$ cat src/rtl/rst_seq_pkg.sv
// Shared types for the staged reset sequencer: FSM states and reset-cause codes.
package rst_seq_pkg;

  typedef enum logic [1:0] {
    ST_ASSERT  = 2'd0,
    ST_RELEASE = 2'd1,
    ST_RUN     = 2'd2
  } state_t;

  typedef logic [1:0] cause_t;

  localparam cause_t CAUSE_POR  = 2'b00;
  localparam cause_t CAUSE_EXT  = 2'b01;
  localparam cause_t CAUSE_SOFT = 2'b10;

endpackage

$ cat src/rtl/rst_sync_filt.sv
// Two-flop synchronizer plus low-glitch filter for an asynchronous active-low request.
module rst_sync_filt #(
  parameter int unsigned FILT_LEN = 4
) (
  input  logic clk,
  input  logic rst_n,
  input  logic async_n,
  output logic valid
);

  localparam int unsigned CW = $clog2(FILT_LEN + 1);
  localparam logic [CW-1:0] LOW_LAST = CW'(FILT_LEN - 1);

  logic [1:0]    sync_q;
  logic [CW-1:0] low_cnt;

  // NOTE: synchronizer flops reset high so power-on never masquerades as an external request.
  always_ff @(posedge clk or negedge rst_n) begin
    if (!rst_n) begin
      sync_q  <= 2'b11;
      low_cnt <= '0;
      valid   <= 1'b0;
    end else begin
      sync_q <= {sync_q[0], async_n};
      if (sync_q[1]) begin
        low_cnt <= '0;
        valid   <= 1'b0;
      end else begin
        // valid rises on the FILT_LEN-th consecutive low sample and holds while low persists
        valid <= (low_cnt >= LOW_LAST);
        if (low_cnt < LOW_LAST) low_cnt <= low_cnt + CW'(1);
      end
    end
  end

endmodule

$ cat src/rtl/rst_seq.sv
// Staged reset sequencer: holds all channels low, then releases them one by one
// with a fixed gap; re-enters reset on power-on, filtered external or soft requests.
module rst_seq
  import rst_seq_pkg::*;
#(
  parameter int unsigned NUM_CH    = 4,
  parameter int unsigned CNT_W     = 16,
  parameter int unsigned HOLD_CYC  = 16'hFFFE,
  parameter int unsigned STAGE_GAP = 16,
  parameter int unsigned FILT_LEN  = 4
) (
  input  logic              clk,
  input  logic              rst_n,
  input  logic              ext_rst_n,
  input  logic              soft_rst_req,
  output logic [NUM_CH-1:0] rst_n_o,
  output logic              ready,
  output cause_t            rst_cause
);

  if (NUM_CH < 1) begin : g_chk_ch
    $error("rst_seq: NUM_CH must be >= 1");
  end
  if (HOLD_CYC < 1 || longint'(HOLD_CYC) > ((longint'(1) << CNT_W) - 1)) begin : g_chk_hold
    $error("rst_seq: HOLD_CYC must be in 1 .. 2**CNT_W-1");
  end
  if (STAGE_GAP < 1 || longint'(STAGE_GAP) > ((longint'(1) << CNT_W) - 1)) begin : g_chk_gap
    $error("rst_seq: STAGE_GAP must be in 1 .. 2**CNT_W-1");
  end
  if (FILT_LEN < 1) begin : g_chk_filt
    $error("rst_seq: FILT_LEN must be >= 1");
  end

  localparam logic [CNT_W-1:0] HOLD_LAST = CNT_W'(HOLD_CYC - 1);
  localparam logic [CNT_W-1:0] GAP_LAST  = CNT_W'(STAGE_GAP - 1);

  state_t             state;
  logic [CNT_W-1:0]   hold_cnt;
  logic [CNT_W-1:0]   gap_cnt;
  logic               ext_valid;
  logic [NUM_CH-1:0]  nxt_mask;

  rst_sync_filt #(
    .FILT_LEN (FILT_LEN)
  ) u_sync_filt (
    .clk     (clk),
    .rst_n   (rst_n),
    .async_n (ext_rst_n),
    .valid   (ext_valid)
  );

  // Next release pattern: one more channel high, starting from bit 0 (all low in ASSERT).
  assign nxt_mask = (rst_n_o << 1) | NUM_CH'(1);

  // NOTE: all sequencer state uses non-blocking assignments so every branch sees pre-edge values.
  always_ff @(posedge clk or negedge rst_n) begin
    if (!rst_n) begin
      state     <= ST_ASSERT;
      hold_cnt  <= '0;
      gap_cnt   <= '0;
      rst_n_o   <= '0;
      ready     <= 1'b0;
      rst_cause <= CAUSE_POR;
    end else if (ext_valid) begin
      // External request wins over everything, including a coincident soft request.
      state     <= ST_ASSERT;
      hold_cnt  <= '0;
      gap_cnt   <= '0;
      rst_n_o   <= '0;
      ready     <= 1'b0;
      rst_cause <= CAUSE_EXT;
    end else begin
      case (state)
        ST_ASSERT: begin
          if (hold_cnt == HOLD_LAST) begin
            hold_cnt <= '0;
            gap_cnt  <= '0;
            rst_n_o  <= nxt_mask;
            state    <= (&nxt_mask) ? ST_RUN : ST_RELEASE;
          end else begin
            hold_cnt <= hold_cnt + CNT_W'(1);
          end
        end
        ST_RELEASE: begin
          if (gap_cnt == GAP_LAST) begin
            gap_cnt <= '0;
            rst_n_o <= nxt_mask;
            if (&nxt_mask) state <= ST_RUN;
          end else begin
            gap_cnt <= gap_cnt + CNT_W'(1);
          end
        end
        ST_RUN: begin
          if (soft_rst_req) begin
            state     <= ST_ASSERT;
            hold_cnt  <= '0;
            gap_cnt   <= '0;
            rst_n_o   <= '0;
            ready     <= 1'b0;
            rst_cause <= CAUSE_SOFT;
          end else begin
            ready <= 1'b1;
          end
        end
        default: begin
          state    <= ST_ASSERT;
          hold_cnt <= '0;
          gap_cnt  <= '0;
          rst_n_o  <= '0;
          ready    <= 1'b0;
        end
      endcase
    end
  end

endmodule
$ cat config.mk
export PLATFORM = sky130hd
export DESIGN_NAME = rst_seq
export DESIGN_NICKNAME = d
export VERILOG_FILES = /design/src/rtl/rst_seq_pkg.sv /design/src/rtl/rst_sync_filt.sv /design/src/rtl/rst_seq.sv
export SDC_FILE = /design/constraint.sdc
export NUM_CORES = 1
export LEC_CHECK = 0
export CAP_MARGIN = 20
export CORE_MARGIN = 2
export CORE_UTILIZATION = 40
export DETAILED_ROUTE_END_ITERATION = 7
export SLEW_MARGIN = 0
export SYNTH_ARGS = -nofsm -noshare
export SYNTH_HDL_FRONTEND = slang
export SYNTH_SLANG_ARGS = --single-unit
$ cat constraint.sdc
create_clock -name clk -period 1.6 [get_ports clk]
set_input_delay 0.32 -clock clk [delete_from_list [all_inputs] [get_ports clk]]
set_output_delay 0.32 -clock clk [all_outputs]
set_load 0.02 [all_outputs]
* Word level (Yosys, flattened, before mapping)
Cells that the tools add are included.
** Word-level totals
- Bits in registers :: 47
- Bits of input ports :: 4
- Output and inout bits :: 7
** Cells by class
- Add/subtract/negate cells :: 3
- Magnitude comparators :: 2
- Equality and inequality tests :: 10
- Multiplexer cells :: 29
- Reductions and logical operators :: 11
** Operators with widths (count)
- $mux 16 :: 6
- $pmux 16 s3 :: 2
- $add 16x1->16 const B :: 2
- $mux 2 :: 9
- $eq 16x16->1 const B :: 1
- $eq 16x4->1 const B :: 1
- $mux 4 :: 4
- $ne 3x2->1 const B :: 4
- $pmux 4 s3 :: 1
- $mux 3 :: 2
- $pmux 2 s3 :: 1
- $reduce_and 2->1 :: 3
- $reduce_and 3->1 :: 2
- $reduce_bool 2->1 :: 3
- $ne 2x1->1 const B :: 2
- $reduce_and 4->1 :: 1
- $add 3x1->3 const B :: 1
- $ge 3x2->1 const B :: 1
- $lt 3x2->1 const B :: 1
- $mux 1 :: 3
- $eq 2x1->1 const B :: 1
- $eq 2x2->1 const B :: 1
- $logic_not 2->1 :: 1
- $pmux 1 s2 :: 1
- $reduce_or 2->1 :: 1

* Logic depth before layout (Yosys ltp)
Gate-level depths: netlist of run 1.
- Depth in word-level cells :: 5
- Gate-level depth with buffers :: 8

* Cells and area by module
A second synthesis of run 1 with hierarchy kept.
** Second synthesis, totals
- Cell total of the unflattened synthesis :: 267
- Area, all modules :: 2443.6 um2
** By module, submodules not included
- rst_seq :: times used 1, cells each 248, area an instance 2199.6 um2, sequential area each 1026.0 um2
- rst_sync_filt :: times used 1, cells each 19, area an instance 244.0 um2, sequential area each 152.6 um2

* Worst setup path after synthesis of run 1
No wires, ideal clock.
- Path type :: register -> register
- From :: register hold_cnt[1]
- To :: register gap_cnt[3]
- Setup time :: 126 ps
- Data arrival time :: 1614 ps
- Required time :: 1474 ps
- Slack :: -140 ps
- Cell stages (with the launch flop) :: 8
- Path buffers :: 1
- Cells stage by stage :: dfrtp_1 > inv_1 > ha_1 > and3_1 > a41oi_4 > or2_1 > buf_6 > a221o_1
** Between the ends
- Cells in the longest elaborated chain, start to end :: 3
** RTL lines
- from (decl) :: line rst_seq.sv:38 : logic [CNT_W-1:0] hold_cnt;
- from (signal assigned) :: line rst_seq.sv:81 : hold_cnt <= hold_cnt + CNT_W'(1);
- $eq 16x16->1 :: line rst_seq.sv:75 : if (hold_cnt == HOLD_LAST) begin
- $ne 3x2->1 (no line)
- $reduce_and 2->1 (no line)
- to (signal assigned) :: line rst_seq.sv:90 : gap_cnt <= gap_cnt + CNT_W'(1);
- to (decl) :: line rst_seq.sv:39 : logic [CNT_W-1:0] gap_cnt;
Every way passes these cells.
A chain may end at the register's enable or synchronous reset.

* Final worst setup path of run 1
Ends and elaborated chain as after synthesis.

==> out/results.txt, run 1 <==
The flow ran to the end, but the final reports show violations. The final reports fail on negative setup slack. The critical-path cell with the highest stage delay is sky130_fd_sc_hd__dfrtp_1. Pin placement for this block handled 11 I/O pins. The number of core rows was 29. The later pin in the worst-skew pair is clocked with a latency of 310 ps. The setup check on the worst reg-to-reg path leaves a slack of -100 ps. The worst hold path terminates at u_sync_filt.sync_q[1]. After clock tree synthesis, the clock-pin slew on the worst setup and hold paths is 100 ps. The first routing iteration left 132 violations. The post-placement cell count was 411. In this run the most critical hold path is launched from u_sync_filt.sync_q[0].

The tree is rooted in a sky130_fd_sc_hd__clkbuf_8. At the end of the flow, the number of nets in the layout was 365. The core outline area came out at 0.00631 mm2.

In the final routed layout, each cell accounts on average for 16.9 um. The fraction of synthesis flops using an asynchronous set or reset pin is 100%, and the combined area of all synthesized cells is 0.00258 mm2. The run gives 4 as the number of detailed-route iterations in the first pass. TritonCTS built the clock tree. The net count after synthesis is 282. The via count of the first global-routing pass is 2523, and the clock sink count is 47. Counting instances in the post-synthesis netlist gives the leading cell types as sky130_fd_sc_hd__dfrtp_1, sky130_fd_sc_hd__a21oi_1, sky130_fd_sc_hd__nor2_1, sky130_fd_sc_hd__nand2_1. The tools report the starting density of the core as 40.9%. The cell count after synthesis came out at 273.

Across the run, the number of max-cap violations was 0. Clock skew on the completed layout was measured at 13.7 ps. After detailed routing, the total wire length is 7330 um. Sorting the synthesized cells by area gives the leading types as sky130_fd_sc_hd__dfrtp_1, sky130_fd_sc_hd__a21oi_1, sky130_fd_sc_hd__a31oi_1. In this run the tool buffered the top-level ports with 10 buffer cells.

The run gives 590 MHz as the maximum operating frequency. The largest buffer count on any clock path came out at 2. In this run the tightest slew margin relative to its limit is 68.1%. The area of the die is 0.00712 mm2. Fill cells in the final layout number 531. For the maximum vdd drop, the log shows 0.000630 V.

Placed standard-cell area: 0.00322 mm2. The detailed router placed 2562 vias in this run. Number of pins exceeding their max-slew limit in the final report: 0. The run gives 0 as the number of antenna violations at the first check in global routing. From bottom edge to top edge, the die measures 84.4 um. From left edge to right edge, the die measures 84.4 um. Setup repair after global routing could not meet its margin everywhere. The critical path class was reg2reg. The startpoint identified for the worst register-to-register timing path is hold_cnt[1].

The tools report the capturing point of the worst reg2reg path as gap_cnt[3]. The finished cells cover 0.00377 mm2. In this run the remaining antenna-violating nets after routing total 0. Of the synthesized area, sequential elements account for 45.6%. The run gives 434 as the non-filler instance count after layout.

In this run the mean area of a mapped cell was 9.46 um2. The post-synthesis sequential element count was 47. Kind of end point of the critical path: a flip-flop.

The congestion estimate from routability-driven global placement came to 0.864. Number of endpoints with negative hold slack in the final report: 0. By instance count, the leading cell after synthesis is sky130_fd_sc_hd__dfrtp_1. Cells fill 59.8% of the core in the end.

The power density normalized to cell area is 1050 mW/mm2, and the shortest period the worst path allows is 1700 ps. The top cell type by area accounts for 43.6% of the synthesized area. The run gives 2 as the H-tree depth reported by CTS. STA puts the critical path data required time at 1800 ps. Traced cell by cell, the critical path runs through inv_2 -> ha_4 -> and3_4 -> a41oi_4 -> or2_4 -> a221o_1.

The tools report the DRC violation count after routing as 0. On the final layout, the worst hold slack is 361 ps. After global routing the overflow that remains totals 0.

In this run the static leakage power is 0.00166 uW. Setup violations remaining at the end of the flow were counted as 25. After legalization and detailed placement, the total HPWL measured 4500 um. Synthesis instantiated 53 different standard cells from the library.

The number of enable flip-flop cells after synthesis was 0. The tools report the arrival time reported for the critical path endpoint as 1890 ps. The predominant post-synthesis flop cell was sky130_fd_sc_hd__dfrtp_1.

The first global-routing pass estimated 11800 um of wire. Counting instances, the worst hold path has a depth of 0. Relative to the synthesized area, the layout overhead comes to 46.0%.

Of the cells placed in the final design, the portion with a size suffix greater than 1 is 41.2%. The pin count of the biggest net entering global routing is 48, and the post-route clock period utilization is 106%. The vias per cell was 5.90; the combined global-route utilization of all metal layers was 20.6%. The worst hold path belongs to the class reg2reg. The run gives -95.2 ps as the slack of the critical path. The depth of the worst register-to-register path was 6; the maximum single-stage delay on the critical path was 400 ps. The total clock buffers created by CTS was 5.

The biggest area consumer among synthesized cells is sky130_fd_sc_hd__dfrtp_1. The run gives 0 as the total number of yosys warnings. Along the worst path, the maximum fanout reaches 7. The antenna cell count is 0, and the actual slew at the worst max-slew pin is 477 ps. STA classifies the critical path startpoint as a flip-flop.
## layer usage
| metal | GRT usage, % | vias to the layer above | routed length [um] |
|---|---|---|---|
| li1 | - | 1216 | - |
| met1 | 26.5 | 1264 | 3170 |
| met2 | 34.3 | 64 | 3620 |
| met3 | 3.83 | 18 | 312 |
| met4 | 8.23 | 0 | 225 |
| met5 | 0 | - | 0 |
## worst max-delay path, delay by kind of cell, from the launching register on
kind                       cells  cell delay (ps)
buffers and inverters          1               80
and+or+nand+nor                2              530
adders and majority gates      1              120
DFF                            1              400
AOI/OAI and AO/OA              2              450
## sequential cells by signal (all words and copies together), names as in the netlist, 2 cells and up
register / cells
rst_n_o: 4
u_sync_filt.sync_q: 2
state: 2
hold_cnt: 16
u_sync_filt.low_cnt: 3
rst_cause: 2
gap_cnt: 16
## area by class of cell
type / instances / area [um2] / share of cell area (%)
Sequential cell: 47 / 1180 / 31.4
Timing Repair Buffer: 88 / 738 / 19.6
Inverter: 11 / 41.3 / 1.09
Clock inverter: 3 / 47.5 / 1.26
Multi-Input combinational cell: 203 / 1600 / 42.3
Clock buffer: 5 / 68.8 / 1.82
Tap cell: 77 / 96.3 / 2.55
## where the power goes
part / total, uW / switching [uW] / internal, uW
clock network: 922 / 448 / 474
logic: 1550 / 746 / 801
registers: 1510 / 167 / 1340
total: 3980 / 1360 / 2620
## cell families after synthesis
logic type               after synthesis  share of synthesized area, %
multiplexers                           2                         0.775
buffers and inverters                 23                          4.26
AND/OR/NAND/NOR                      108                          23.5
AO/OA/AOI/OAI                         87                          23.1
flip-flops                            47                          45.6
adder cells (fa/ha/maj)                5                          2.42
XOR/XNOR                               1                         0.339
## per-stage QoR
| step | power, uW | setup WS (ps) | setup TNS (ps) |
|---|---|---|---|
| after detailed placement | 2660 | -219 | -3050 |
| after global placement | 2620 | -231 | -2640 |
| after CTS | 3860 | -98.5 | -945 |
| after floorplan | 2190 | -102 | -230 |
| after global routing | 4220 | -214 | -4170 |
| final | 3980 | -95.2 | -1390 |
## worst max-delay path by stage
stage	from	to	slack, ps	depth (start not counted)
2_1_floorplan	hold_cnt[1]	gap_cnt[3]	-100	7
3_3_place_gp	soft_rst_req	gap_cnt[8]	-230	7
3_5_place_dp	soft_rst_req	gap_cnt[3]	-220	5
4_1_cts	u_sync_filt.valid	hold_cnt[3]	-100	5
5_1_grt	gap_cnt[11]	rst_n_o[1]	-210	6
6_report	hold_cnt[1]	gap_cnt[3]	-100	6
## cells in the final DEF (no fill, tap or decap), types with 3 or more instances in the layout
master | Yosys | layout
sky130_fd_sc_hd__buf_4 | 1 | 66
sky130_fd_sc_hd__dfrtp_1 | 45 | 41
sky130_fd_sc_hd__nor2_1 | 21 | 19
sky130_fd_sc_hd__nand2_1 | 18 | 16
sky130_fd_sc_hd__a21oi_1 | 22 | 16
sky130_fd_sc_hd__nand3_1 | 16 | 13
sky130_fd_sc_hd__a31oi_1 | 16 | 12
sky130_fd_sc_hd__inv_1 | 11 | 10
sky130_fd_sc_hd__nand4_1 | 7 | 7
sky130_fd_sc_hd__o21ai_0 | 9 | 7
sky130_fd_sc_hd__buf_6 | 2 | 7
sky130_fd_sc_hd__nor4_2 | 0 | 6
sky130_fd_sc_hd__and2_1 | 6 | 6
sky130_fd_sc_hd__a21oi_2 | 0 | 6
sky130_fd_sc_hd__o21ai_1 | 4 | 5
sky130_fd_sc_hd__clkbuf_8 | 0 | 5
sky130_fd_sc_hd__dlygate4sd2_1 | 0 | 5
sky130_fd_sc_hd__nor3_1 | 5 | 4
sky130_fd_sc_hd__a31oi_4 | 0 | 4
sky130_fd_sc_hd__dfrtp_2 | 0 | 4
sky130_fd_sc_hd__nor4_1 | 10 | 3
sky130_fd_sc_hd__and4_4 | 3 | 3
sky130_fd_sc_hd__o2bb2ai_2 | 0 | 3
sky130_fd_sc_hd__or2b_1 | 3 | 3
sky130_fd_sc_hd__o2bb2ai_1 | 6 | 3
sky130_fd_sc_hd__nand3_2 | 0 | 3
sky130_fd_sc_hd__o2111ai_2 | 0 | 3
sky130_fd_sc_hd__o211ai_1 | 3 | 3
sky130_fd_sc_hd__ha_1 | 5 | 3
## what timing repair did
action                                 in CTS  in global routing
endpoints found under the hold margin      36                  0
hold buffers                                1                  0
setup endpoints to repair                  34                 38
setup buffers                              12                  1
resized for setup                          36                 37
gates cloned                                1                  0
pin swaps                                  21                 14
(Power assumes the default switching activity.)
==> run 2: changes to the inputs <==
- ABC_CLOCK_PERIOD_IN_PS: default -> 1600
- GPL_ROUTABILITY_DRIVEN: default -> 0
==> results of run 2 <==
Same layout as run 1: the final DEF is identical, and so are final timing and power.
==> RTL change 1, RTL diff (flow settings as in run 2) <==
Set the parameter `CNT_W` to 18 (it was 16).
--- a/src/rtl/rst_seq.sv
+++ b/src/rtl/rst_seq.sv
@@ -5,5 +5,5 @@
 #(
   parameter int unsigned NUM_CH    = 4,
-  parameter int unsigned CNT_W     = 16,
+  parameter int unsigned CNT_W     = 18,
   parameter int unsigned HOLD_CYC  = 16'hFFFE,
   parameter int unsigned STAGE_GAP = 16,
Behaviour: no difference found for any inputs over 10 cycles, from zero or initial values and one cycle with rst_n low; that may be too few to reach the edited logic, so the function may still have changed.
==> RTL change 1 against run 2 <==
The flow still finishes with violations (setup timing); worst setup slack worse by 0.30 ns; wire length rose by 4.8%; design area up 13%; area after synthesis increased by 2.5%; count of clock-buffer cells in the layout unchanged; sequential cell count grew 4; clock skew fell by 0.0054 ns; first-iteration DRC count down 50%; synthesized cell count is 2.6% higher.
Power is not compared: it rests on default switching activity, and its combinational part moved more than twofold at a synthesized area within 25%.
==> RTL change 1: results (changes against run 2) <==
cells_and_area:
  num-nets-final: 400  # was 365
  nFillCells: 490  # was 531
  top_regs: "gap_cnt: 18 flops, hold_cnt: 18 flops, rst_n_o: 4 flops"  # was gap_cnt: 16 flops, hold_cnt: 16 flops, rst_n_o: 4 flops
  drive_above_1_share_pct: 48.21  # was 41.18%
global_routing:
  grt_pass1_vias: 2590  # was 2523
  track_usage_pct: 20.36  # was 20.56%
  grt_max_degree: 35  # was 48
  grt_pass1_wl_mm: 11.91  # was 11.81 mm
logic_synthesis:
  synth_cells: 280  # was 273
  yosysUniqueCellTypes: 46  # was 53
  synth_nets: 289  # was 282
  synth_seq_area_share_pct: 48.28  # was 45.62%
  yosys_warnings: 0  # unchanged
  yosys-top-cells-area: "dfrtp_1, a31oi_1, a21oi_1, nand3_1, o21ai_0"  # was dfrtp_1, a21oi_1, a31oi_1, nand3_1, nor2_1
  synth_commonest_cells: "dfrtp_1, nand2_1, a21oi_1, a31oi_1, nand3_1"  # was dfrtp_1, a21oi_1, nor2_1
setup_path:
  worstSetupStartpoint: "gap_cnt[15]"  # was hold_cnt[1]
  cpPeakStageDelay_ns: 0.55  # was 0.40 ns
  arrival_ns: 2.20  # was 1.89 ns
  r2r-end: "gap_cnt[0]"  # was gap_cnt[3]
  crit_fanout: 15  # was 7
  cp_slowest_cell: "or4_4"  # was dfrtp_1
status:
  status: "finished with violations"  # unchanged
  violations: "setup timing"  # unchanged
placed_design:
  dp.cells: 436  # was 411
  hpwl_mm: 4.434  # was 4.498 mm
sta:
  setup-tns-final_ns: -10.32  # was -1.393 ns
  skew_ns: 0.008306  # was 0.01373 ns
  setup_ws_ns: -0.3970  # was -0.09520 ns
  setup_viol: 40  # was 25
  slew_headroom_pct: 70.88  # was 68.10%
pwr:
  peakVddDrop_uv: 1184
  p_leak_nw: 1.908
detailed_routing:
  routed_wirelength_mm: 7.685  # was 7.332 mm
  avgViaCountPerCell: 5.603  # was 5.903
  vias: 2628  # was 2562
RTL change 1: changes by cell type after synthesis, moves of 6 or more:
cell	change
nand2_1	+6
a31oi_1	+6
nor4_1	-8
o21ai_0	+9
nand3_1	+6
RTL change 1: worst reg2reg max path, delay by kind of cell, from the launching register on:
kind | cells | cell delay [ns]
and+or+nand+nor | 2 | 0.81
DFF | 1 | 0.41
buffers and inverters | 2 | 0.30
muxes | 1 | 0.26
AOI/OAI and AO/OA | 1 | 0.11
RTL change 1: cell families (layout without fill, tap and decap cells):
family                     count (synthesis)  count (layout)  synth area share (%)
xor gates and xnor gates                   4               4                 1.323
and+or+nand+nor                          110             110                 22.67
muxes                                      3               3                 1.228
adders and majority gates                  5               5                 2.362
DFF                                       51              51                 48.28
AOI/OAI and AO/OA                         89              90                 21.35
buffers and inverters                     18             129                 2.787
RTL change 1: routing by layer:
metal	wire length [um]	share of wire, %	vias up	track usage (%)
met5	0	0	-	0
met4	113	1.5	0	6.494
met3	162	2.1	10	3.405
met2	4070	53	30	34.38
met1	3338	43	1303	26.72
li1	-	-	1285	-
RTL change 1: timing repair:
action / 4_1_cts / 5_1_grt
endpoints found under the setup margin: 48 / 43
gates resized for setup: 59 / 63
hold buffers: 1 / 0
gates cloned: 4 / 1
pin swaps: 20 / 21
setup buffers: 15 / 11
hold endpoints to repair: 17 / 0
RTL change 1: layout make-up:
class	count	area (um^2)	share of cell area, %
well taps	77	96.34	2.269
multi-input cells	212	1724	40.61
clock buffers	5	68.82	1.621
inverters	6	22.52	0.5305
repair buffers	115	1032	24.31
flip-flops and latches	51	1279	30.12
clock inverters	3	22.52	0.5305
RTL change 1: worst max path at each step:
stage,end,slack (ns),cells past startpoint
floorplan,state[1],-0.33,5
global placement,rst_n_o[0],-0.64,6
detailed placement,gap_cnt[4],-0.67,7
CTS,state[1],-0.40,5
global route,state[1],-0.45,5
finish,gap_cnt[0],-0.40,6
RTL change 1: power breakdown:
group	switching (mW)	internal (mW)
Combinational	2.36	2.53
Clock	0.466	0.314
Sequential	0.318	1.67
RTL change 1: through the flow:
step | hold slack, ns | cell area, um^2
CTS | 0.3626 | 3963
finish | 0.3603 | 4245
detailed placement | 0.3078 | 3458
global route | 0.3643 | 4245
floorplan | 0.02441 | 2725
global placement | 0.2951 | 3458
==> RTL change 2, RTL diff (flow settings as in run 2) <==
Without the edit above. The 3 states of `state_t` get a one-hot encoding in 3 bits.
--- a/src/rtl/rst_seq_pkg.sv
+++ b/src/rtl/rst_seq_pkg.sv
@@ -2,8 +2,8 @@
 package rst_seq_pkg;
 
-  typedef enum logic [1:0] {
-    ST_ASSERT  = 2'd0,
-    ST_RELEASE = 2'd1,
-    ST_RUN     = 2'd2
+  typedef enum logic [2:0] {
+    ST_ASSERT  = 3'b001,
+    ST_RELEASE = 3'b010,
+    ST_RUN     = 3'b100
   } state_t;
 
Function: same outputs for any inputs over 10 cycles, from zero or initial values and one cycle with rst_n low; not proved beyond that.
==> RTL change 2 against run 2 <==
The flow still finishes with violations (setup timing); worst setup slack gained 0.024 ns; critical path type unchanged; global-route usage shrank 2.3 points; total power grew 27%; area after synthesis shrank 6.1%; final cell count shrank 0.69%; count of clock-buffer cells in the layout grew 1; non-clock buffer count grew 3; design area shrank 1.7%; via count shrank 11%; wire length shrank 15%; sequential share of layout area grew 1.1 points; sequential cell count grew 1; sequential power grew 4%.
==> RTL change 2: results (changes against run 2) <==
cells_and_area:
  top_regs: "gap_cnt: 16 flops, hold_cnt: 16 flops, rst_n_o: 4 flops"  # unchanged
  num-nets-final: 364  # was 365
  nFillCells: 471  # was 531
sta:
  setup_viol: 13  # was 25
  skew_ns: 0.01102  # was 0.01373 ns
  tightestPinTransition_ns: 0.3565  # was 0.4768 ns
  setup_ws_ns: -0.07166  # was -0.09520 ns
placed_design:
  place_ws_ns: -0.2581  # was -0.2193 ns
  hpwl_mm: 3.798  # was 4.498 mm
global_routing:
  grt_pass1_wl_mm: 9.480  # was 11.81 mm
  grt_max_degree: 49  # was 48
  track_usage_pct: 18.22  # was 20.56%
logic_synthesis:
  yosys-top-cells-area: "dfrtp_1, nor2_1, o21ai_0, nand3_1, nand2_1"  # was dfrtp_1, a21oi_1, a31oi_1, nand3_1, nor2_1
  synth_seq_area_share_pct: 49.66  # was 45.62%
  synth_commonest_cells: "dfrtp_1, nor2_1, nand2_1, o21ai_0, nand3_1"  # was dfrtp_1, a21oi_1, nor2_1
  yosysUniqueCellTypes: 45  # was 53
  async_flop_share_pct: 100.0  # unchanged
  synth_nets: 271  # was 282
setup_path:
  arrival_ns: 1.91  # was 1.89 ns
  ff2ff_path_depth: 7  # was 6
  r2r-end: "hold_cnt[4]"  # was gap_cnt[3]
  rr_startpoint: "hold_cnt[0]"  # was hold_cnt[1]
pwr:
  peakVddDrop_uv: 939.7  # was 629.8 uV
  p_leak_nw: 1.689  # was 1.663 nW
clock_tree:
  post-cts-setup-buffers: 4  # was 12
  htreeDepth: 2  # unchanged
  post_cts_resized: 39  # was 36
detailed_routing:
  avgViaCountPerCell: 5.269  # was 5.903
  wl_per_cell_um: 14.44  # was 16.89 um
status:
  status: "finished with violations"  # unchanged
  violations: "setup timing"  # unchanged
-- RTL change 2: power by group --
part           internal, mW  total [mW]  switching (mW)
clock network         0.512       0.930           0.419
logic                  1.27        2.54            1.27
registers              1.39        1.57           0.184
total                  3.17        5.05            1.87
-- RTL change 2: area by class of cell --
class                      count  area share, %
multi-input combinational    198          39.78
sequential                    48          32.52
timing repair buffer          91          20.78
tap                           75          2.530
clock buffer                   6          2.227
inverter                      11          1.113
clock inverter                 2          1.046
-- RTL change 2: per-stage QoR --
step           hold WS (ns)  instances  area (um^2)  setup TNS (ns)  power (mW)
6_report             0.3615        431         3709         -0.4132       5.045
5_1_grt              0.3688        431         3709          -1.860       5.364
4_1_cts              0.3635        414         3313          -2.117       4.367
3_5_place_dp         0.3277        399         3042          -5.517       3.200
3_3_place_gp         0.3266        399         3042          -4.378       3.184
2_1_floorplan       0.02441        262         2452          -1.653       2.490
-- RTL change 2: how the worst max path moves through the flow --
stage / cells past startpoint / endpoint
floorplan: 8 / gap_cnt[14]
global placement: 6 / hold_cnt[12]
detailed placement: 6 / hold_cnt[10]
CTS: 8 / gap_cnt[13]
global route: 5 / gap_cnt[11]
finish: 7 / hold_cnt[4]
-- RTL change 2: layer usage --
metal | vias up | global-route usage [%] | routed length, um
met1 | 1106 | 24.93 | 2998
met4 | 0 | 5.833 | 73
met2 | 37 | 29.51 | 2960
met3 | 4 | 2.967 | 190
met5 | - | 0 | 0
li1 | 1124 | - | -
-- RTL change 2: cell families after synthesis --
logic type                 after synthesis  synth area share [%]
and+or+nand+nor                        121                 25.63
AOI/OAI and AO/OA                       57                 13.67
DFF                                     48                 49.66
buffers and inverters                   18                 3.713
xor gates and xnor gates                12                 4.333
adders and majority gates                5                 2.579
muxes                                    1                0.4126
